===== config.mk =====
export PLATFORM = sky130hd
export DESIGN_NAME = shift_arbiter
export DESIGN_NICKNAME = d
export VERILOG_FILES = /design/src/rtl/shift_arbiter.sv
export SDC_FILE = /design/constraint.sdc
export NUM_CORES = 1
export LEC_CHECK = 0
export CORE_AREA = 3 3 104 106
export DETAILED_ROUTE_END_ITERATION = 10
export DIE_AREA = 0 0 107 109
export GPL_TIMING_DRIVEN = 1
export PLACE_DENSITY = 0.81
export REMOVE_ABC_BUFFERS = 1
export SETUP_SLACK_MARGIN = 0.15
export SYNTH_ARGS = -nofsm -noshare
export SYNTH_HDL_FRONTEND = slang
export SYNTH_SLANG_ARGS = --single-unit
export TNS_END_PERCENT = 10

===== constraint.sdc =====
create_clock -name clock -period 2.85 [get_ports clock]
set_clock_uncertainty 0.2 [all_clocks]
set_input_delay 0.285 -clock clock [delete_from_list [all_inputs] [get_ports clock]]
set_output_delay 0.285 -clock clock [all_outputs]
set_load 0.01 [all_outputs]

===== src/rtl/shift_arbiter.sv =====
// Two-requester front end for one shared 32-bit left shifter with a one-entry tagged result buffer.
// Define SHIFT_ARB_RR_EN for round-robin arbitration; otherwise requester 0 has fixed priority.
module shift_arbiter (
  input  logic        clock,
  input  logic        reset_n,
  input  logic        req0_valid,
  input  logic [31:0] req0_data,
  input  logic [4:0]  req0_amt,
  output logic        req0_ready,
  input  logic        req1_valid,
  input  logic [31:0] req1_data,
  input  logic [4:0]  req1_amt,
  output logic        req1_ready,
  output logic        resp_valid,
  output logic [31:0] resp_data,
  output logic        resp_id,
  input  logic        resp_ready,
  output logic [15:0] xfer_count
);

  typedef enum logic {EMPTY = 1'b0, FULL = 1'b1} state_t;

  state_t      state, state_nxt;
  logic        grant0, grant1;
  logic        can_accept, accept, drain, sel;
  logic [31:0] operand, shifted;
  logic [4:0]  amt;

`ifdef SHIFT_ARB_RR_EN
  // last = ID of the most recent accept; a tie goes to the other requester.
  logic last;

  always_comb begin
    grant0 = req0_valid & (~req1_valid | last);
    grant1 = req1_valid & (~req0_valid | ~last);
  end

  always_ff @(posedge clock) begin
    if (!reset_n)    last <= 1'b1;
    else if (accept) last <= sel;
  end
`else
  always_comb begin
    grant0 = req0_valid;
    grant1 = req1_valid & ~req0_valid;
  end
`endif

  // Reset blocks acceptance so nothing looks transferred on a reset edge.
  assign can_accept = reset_n & ((state == EMPTY) | resp_ready);
  assign req0_ready = grant0 & can_accept;
  assign req1_ready = grant1 & can_accept;
  assign accept     = req0_ready | req1_ready;
  assign sel        = req1_ready;
  assign drain      = (state == FULL) & resp_ready;

  assign operand = sel ? req1_data : req0_data;
  assign amt     = sel ? req1_amt  : req0_amt;
  assign shifted = operand << amt;

  always_ff @(posedge clock) begin
    if (!reset_n) state <= EMPTY;
    else          state <= state_nxt;
  end

  always_comb begin
    state_nxt = state;
    if (accept)     state_nxt = FULL;
    else if (drain) state_nxt = EMPTY;
  end

  always_comb begin
    resp_valid = (state == FULL);
  end

  always_ff @(posedge clock) begin
    if (!reset_n) begin
      resp_data <= 32'h0;
      resp_id   <= 1'b0;
    end else if (accept) begin
      resp_data <= shifted;
      resp_id   <= sel;
    end
  end

  always_ff @(posedge clock) begin
    if (!reset_n)   xfer_count <= 16'h0;
    else if (drain) xfer_count <= xfer_count + 16'h1;
  end

endmodule


==> results of run 1 <==
-- where the power goes --
group          switching [mW]  internal (mW)
Combinational           0.510          0.517
Sequential             0.0338          0.741
Clock                   0.239          0.168
-- worst max-delay path, cell delays in order --
cell,delay (ps)
clkdlybuf4s50_1,450
nor2b_1,220
buf_4,220
a31o_2,190
and2_1,360
buf_4,250
nand3_1,90
o21ai_0,130
o22ai_1,140
a211o_1,280
-- metrics by stage --
stage	util	setup WS, ps	instance area (um^2)
floorplan	-	-562	4660
global placement	0.677	-16.4	6680
detailed placement	0.677	-26.5	6680
CTS	0.686	285	6770
global route	0.686	144	6770
finish	0.686	236	6770
-- layout by cell type, fill, tap and decap left out, drive strengths merged, types with 8 or more instances in the layout --
| master | netlist | layout |
|---|---|---|
| mux2i | 71 | 71 |
| buf | 38 | 67 |
| a21oi | 32 | 32 |
| a22oi | 12 | 12 |
| nand3 | 13 | 13 |
| dfxtp | 50 | 50 |
| nor3 | 8 | 8 |
| clkdlybuf4s50 | 0 | 127 |
| mux4 | 32 | 32 |
| a211oi | 15 | 15 |
| mux2 | 20 | 20 |
| o21ai | 30 | 30 |
| xor2 | 13 | 13 |
| nand2 | 53 | 53 |
| nor2 | 56 | 56 |
-- final cells by class --
| class | instances | area, um^2 | share of cell area |
|---|---|---|---|
| flip-flops and latches | 50 | 1000 | 0.148 |
| inverters | 7 | 26.3 | 0.00388 |
| repair buffers | 194 | 1850 | 0.274 |
| multi-input cells | 457 | 3640 | 0.537 |
| clock inverters | 2 | 15.0 | 0.00222 |
| clock buffers | 5 | 68.8 | 0.0102 |
| well taps | 133 | 166 | 0.0246 |
-- metal layers --
layer  share of wire  GRT usage  routed length (um)
met3           0.084     0.0485                1530
met5               0          0                   0
met1            0.42      0.415                7740
met4           0.031     0.0977                 563
met2            0.46      0.507                8470
-- final timing paths --
path	end	start	slack, ps	depth (start not counted)
setup / recovery	resp_data[31]$_SDFFE_PN0P_	req1_valid	240	10
hold reg to reg	resp_id$_SDFFE_PN0P_	resp_id$_SDFFE_PN0P_	270	2
setup reg to reg	resp_data[30]$_SDFFE_PN0P_	resp_valid$_SDFFE_PN0P_	320	9
hold / removal	resp_id$_SDFFE_PN0P_	resp_id$_SDFFE_PN0P_	270	2
-- registers in the layout, indices dropped and copies added (netlist names) --
| register | flops |
|---|---|
| resp_valid | 1 |
| resp_data | 32 |
| resp_id | 1 |
| xfer_count | 16 |
-- repair_timing --
item	CTS	global route
endpoints found under the hold margin	0	0
setup endpoints to repair	0	3
gates resized for setup	0	1
-- cells by family (layout without fill, tap and decap cells) --
family,count (synthesis),count (layout)
simple gates,170,170
compound gates,149,149
mux,123,123
buf+inv,53,208
flops,50,50
xor+xnor,14,14
fa+ha+maj,1,1
==> qor.txt, run 1 <==
Setup repair bufs after CTS = 0
Adder-cell share of the synthesized area = 0.00253
Antenna cells = 0
Fin Setup TNS = 0 ps
Crit. End Element = flip-flop
Largest net degree at the start of global routing = 33
Leading area contributor after synthesis = dfxtp_1
Synthesized instance count = 560
Skew-Pair Late Insertion Delay = 300 ps
Synth Register Bits = 50
Port Buffer Count = 130
Crit Path Max Fanout = 9
Lkg Pwr = 2.66 nW
Starting density of the core = 0.502
Cell count after placement = 841
Grt ovf = 0
Vias in the first global route = 5,136
Seq/Total Area, Yosys = 0.202
Root Driver = clkbuf_8
Post-Syn Area per Cell = 8.84 um^2
Die Ht = 109 um
Number of DRC markers in iteration 0 = 344
Top cells by area, synth = dfxtp_1, mux4_2, mux2i_1, mux2_2, nor2_1
Pre-antenna DRT Iters = 5
Total power = 2.21 mW
Clk buf depth = 2
Clock slew at reported path FFs = 90 ps
Synth Area in Compound Gates = 0.208
Post-Synth Simple-Gate Area = 0.160
Top_reg_cell synth = dfxtp_1
Fmax = 383 MHz
Max-cap violations = 0
Largest family of logic cells by synthesized area = multiplexers
Hpwl dp = 14,600 um
Vias = 5,330
Hold Violations, Final = 0
Minimum hold slack = 271 ps
P&R area growth vs syn = 36.7%
Post-route ant nets = 0
Layout cell share with drive strength beyond 1 = 0.199
WS Path Type = in2reg
Post-Layout Cell Count = 848
Final wirelength = 18,300 um
Top-area cell type share of the netlist area = 0.202
Synth cell types = 66
Die X = 107 um
Cts bufs inserted = 5
Final setup viols = 0
Clock H-tree levels = 2
Fin crit share = 0.917
Max-slew violations = 0
Number of enable flip-flop cells after synthesis = 0
Post-synthesis mux area share = 0.339
WP data arrival = 2610 ps
CTS tree = yes
Final nets = 795
Gpl congestion = 0.924
# IOs = 131
Fraction of registers with async set/reset = 0
Outcome = finished clean
Avg WL per Cell = 21.6 um
Hold Crit Class = reg2reg
Most numerous cell in the Yosys netlist = mux2i_1
Cell Area, Synth = 0.00495 mm^2
RSZ-0062 raised after global routing = true
Num Clock Sinks = 50
Die area = 0.0117 mm^2
Initial antenna violation count = 0
CP Launch Type = input port
Req. time, crit path = 2850 ps
Maximum vdd ir drop = 273 uV
Via density = 6.29
Area share of xor/xnor cells in the synthesized design = 0.0248
Min cycle time layout = 2610 ps
All-Layer GR Usage = 0.307
Synth warnings = 0
P per Cell Area = 326 mW/mm^2
Row count = 36
Commonest cells post-synth = mux2i_1, nor2_1, nand2_1, dfxtp_1
Post-CTS Hold Fix Bufs = 0
Actual slew at the worst max-slew pin = 1070 ps
DRC Markers = 0
Fill count = 796
Worst slew margin = 0.284
First-pass GRT wire length = 28,100 um
Core area = 0.00986 mm^2
Note: power is estimated with default switching activity, not from simulation.
==> inputs of run 2 (changes only) <==
--- a/config.mk
+++ b/config.mk
@@ -9,7 +9,7 @@
 export DETAILED_ROUTE_END_ITERATION = 10
 export DIE_AREA = 0 0 107 109
 export GPL_TIMING_DRIVEN = 1
-export PLACE_DENSITY = 0.81
+export PLACE_DENSITY = 0.8
 export REMOVE_ABC_BUFFERS = 1
 export SETUP_SLACK_MARGIN = 0.15
 export SYNTH_ARGS = -nofsm -noshare
==> run 2 against run 1 <==
  * Power is 0.11% lower
  * Critical path depth is 1 lower
  * Register-to-register slack better by 80 ps
  * Via count shrank 0.15%
  * Sequential power hardly changed
  * Flip-flop and latch count did not move
  * Routed wire length is 0.48% higher
  * Setup slack improved by 24 ps
  * Count of clock-buffer cells in the layout unchanged
  * Cell area down 0.55%
  * Fmax up 0.91%
  * Core utilization down 0.38 points
  * Largest power group unchanged
==> qor.txt, run 2 (synthesis gave the netlist of run 1 again) <==
Outcome = finished clean
Clock slew at reported path FFs = 90 ps
Starting density of the core = 0.502
DRC Markers = 0
Placed cell area = 0.00664 mm^2
Core area = 0.00986 mm^2
CP max stage cell = clkdlybuf4s50_1
Skew-Pair Late Insertion Delay = 300 ps
Slowest cell delay on critical path = 450 ps
Crit Path Max Fanout = 8
Final nets = 788
P per Cell Area = 328 mW/mm^2
WP data arrival = 2580 ps
Die X = 107 um
Clk buf depth = 2
Max reg flops = 32
Min cycle time layout = 2590 ps
Int Pwr = 1.42 mW
CTS tree = yes
Clk pwr share = 0.183
Actual slew at the worst max-slew pin = 697 ps
Hold wc startpoint = resp_data[9]$_SDFFE_PN0P_
R2r setup slk = 400 ps
Power share of the combinational group = 0.465
WHS Path Cells = 2
Final instance area = 0.00673 mm^2
Top reg by flops = resp_data
Grt ovf = 0
Antenna cells = 0
Req. time, crit path = 2840 ps
CP Launch Type = input port
Die area = 0.0117 mm^2
Hpwl dp = 14,700 um
Biggest regs = resp_data x32, xfer_count x16
P&R area growth vs syn = 35.9%
Largest net degree at the start of global routing = 33
Final setup viols = 0
Row count = 36
Num Clock Sinks = 50
Hold Crit Class = reg2reg
Number of DRC markers in iteration 0 = 411
# IOs = 131
Die Ht = 109 um
Vias = 5,322
Lkg Pwr = 2.63 nW
Post-route ant nets = 0
Gpl congestion = 0.935
Maximum vdd ir drop = 333 uV
Max-slew violations = 0
Critical path, cell by cell = clkdlybuf4s50_1 -> nor2b_1 -> buf_4 -> a31o_2 -> and2_1 -> mux2i_1 -> mux2i_1 -> a32o_1 -> a211o_1
WS Path Type = in2reg
Most used cell along the critical path = mux2i_1
Crit. End Element = flip-flop
Hold Path End = resp_data[9]$_SDFFE_PN0P_
RSZ-0062 raised after global routing = true
Reg power frac = 0.351
Cts bufs inserted = 5
Vias in the first global route = 5,107
Worst R2R Start = resp_valid$_SDFFE_PN0P_
First-pass GRT wire length = 28,400 um
Most frequent cells in the layout = clkdlybuf4s50_1, mux2i_1, nor2_1
Commonest non-fill, non-tap cell in the layout = clkdlybuf4s50_1
Total power = 2.21 mW
Final wirelength = 18,400 um
Post-CTS Hold Fix Bufs = 0
Via density = 6.33
Reg2Reg Depth = 8
Clock H-tree levels = 2
Worst slew margin = 0.534
Avg WL per Cell = 21.9 um
Fin crit share = 0.909
All-Layer GR Usage = 0.311
Pre-antenna DRT Iters = 7
Fmax = 386 MHz
Layout cell share with drive strength beyond 1 = 0.191
Psw = 0.781 mW
Worst r2r dst = resp_data[31]$_SDFFE_PN0P_
Sw Ratio = 0.354
Port Buffer Count = 130
Hold Violations, Final = 0
Root Driver = clkbuf_8
Max-cap violations = 0
Initial antenna violation count = 0
run 2: changes by cell type in the layout (fill, tap and decap cells not counted), sizes merged:
cell / before / now
buf: 67 / 60
run 2: through the flow:
step           worst slack, ps  std cells  utilization  hold slack, ps  setup TNS, ps
3_5_place_dp             -28.3        834        0.673             256          -28.3
3_3_place_gp             -17.6        834        0.673             246          -20.4
6_report                   259        841        0.682             274              0
2_1_floorplan             -562        514            -             194          -9840
5_1_grt                    146        841        0.682             304              0
4_1_cts                    276        841        0.682             277              0
run 2: power groups by stage:
stage / logic, mW / registers [mW] / clock network [mW]
2_1_floorplan: 0.459 / 0.799 / 0
3_3_place_gp: 0.994 / 0.790 / 0
3_5_place_dp: 1.00 / 0.791 / 0
4_1_cts: 1.01 / 0.774 / 0.412
5_1_grt: 1.09 / 0.779 / 0.440
6_report: 1.03 / 0.775 / 0.405
run 2: what timing repair did:
action	in CTS	in global routing
setup buffers	0	0
gates resized for setup	0	1
endpoints found under the setup margin	0	3
run 2: layout make-up:
class,count,area [um^2]
sequential,50,1000
clock inverter,2,15.0
tap,133,166
fill,825,3130
inverter,7,26.3
clock buffer,5,68.8
multi-input combinational,457,3640
timing repair buffer,187,1810
run 2: worst max-delay path: cells and delay by family:
kind                   cells  cell delay (ps)
buffers and inverters      2              670
muxes                      2              410
and+or+nand+nor            2              570
AOI/OAI and AO/OA          3              660
run 2: worst max path at each step:
stage	from	end	slack, ps	depth (start not counted)
2_1_floorplan	req1_valid	resp_data[31]$_SDFFE_PN0P_	-560	8
3_3_place_gp	req1_valid	resp_data[26]$_SDFFE_PN0P_	-20	9
3_5_place_dp	req1_valid	resp_data[26]$_SDFFE_PN0P_	-30	9
4_1_cts	req1_valid	resp_data[26]$_SDFFE_PN0P_	280	9
5_1_grt	req1_valid	resp_data[26]$_SDFFE_PN0P_	150	9
6_report	req1_valid	resp_data[26]$_SDFFE_PN0P_	260	9
run 2: layer usage:
metal / wire length [um] / vias to the layer above / global-route usage / part of all wire
met2: 8640 / 267 / 0.501 / 0.47
met4: 501 / 0 / 0.0941 / 0.027
met3: 1350 / 40 / 0.0503 / 0.073
li1: - / 2443 / - / -
met5: 0 / - / 0 / 0
met1: 7910 / 2572 / 0.432 / 0.43
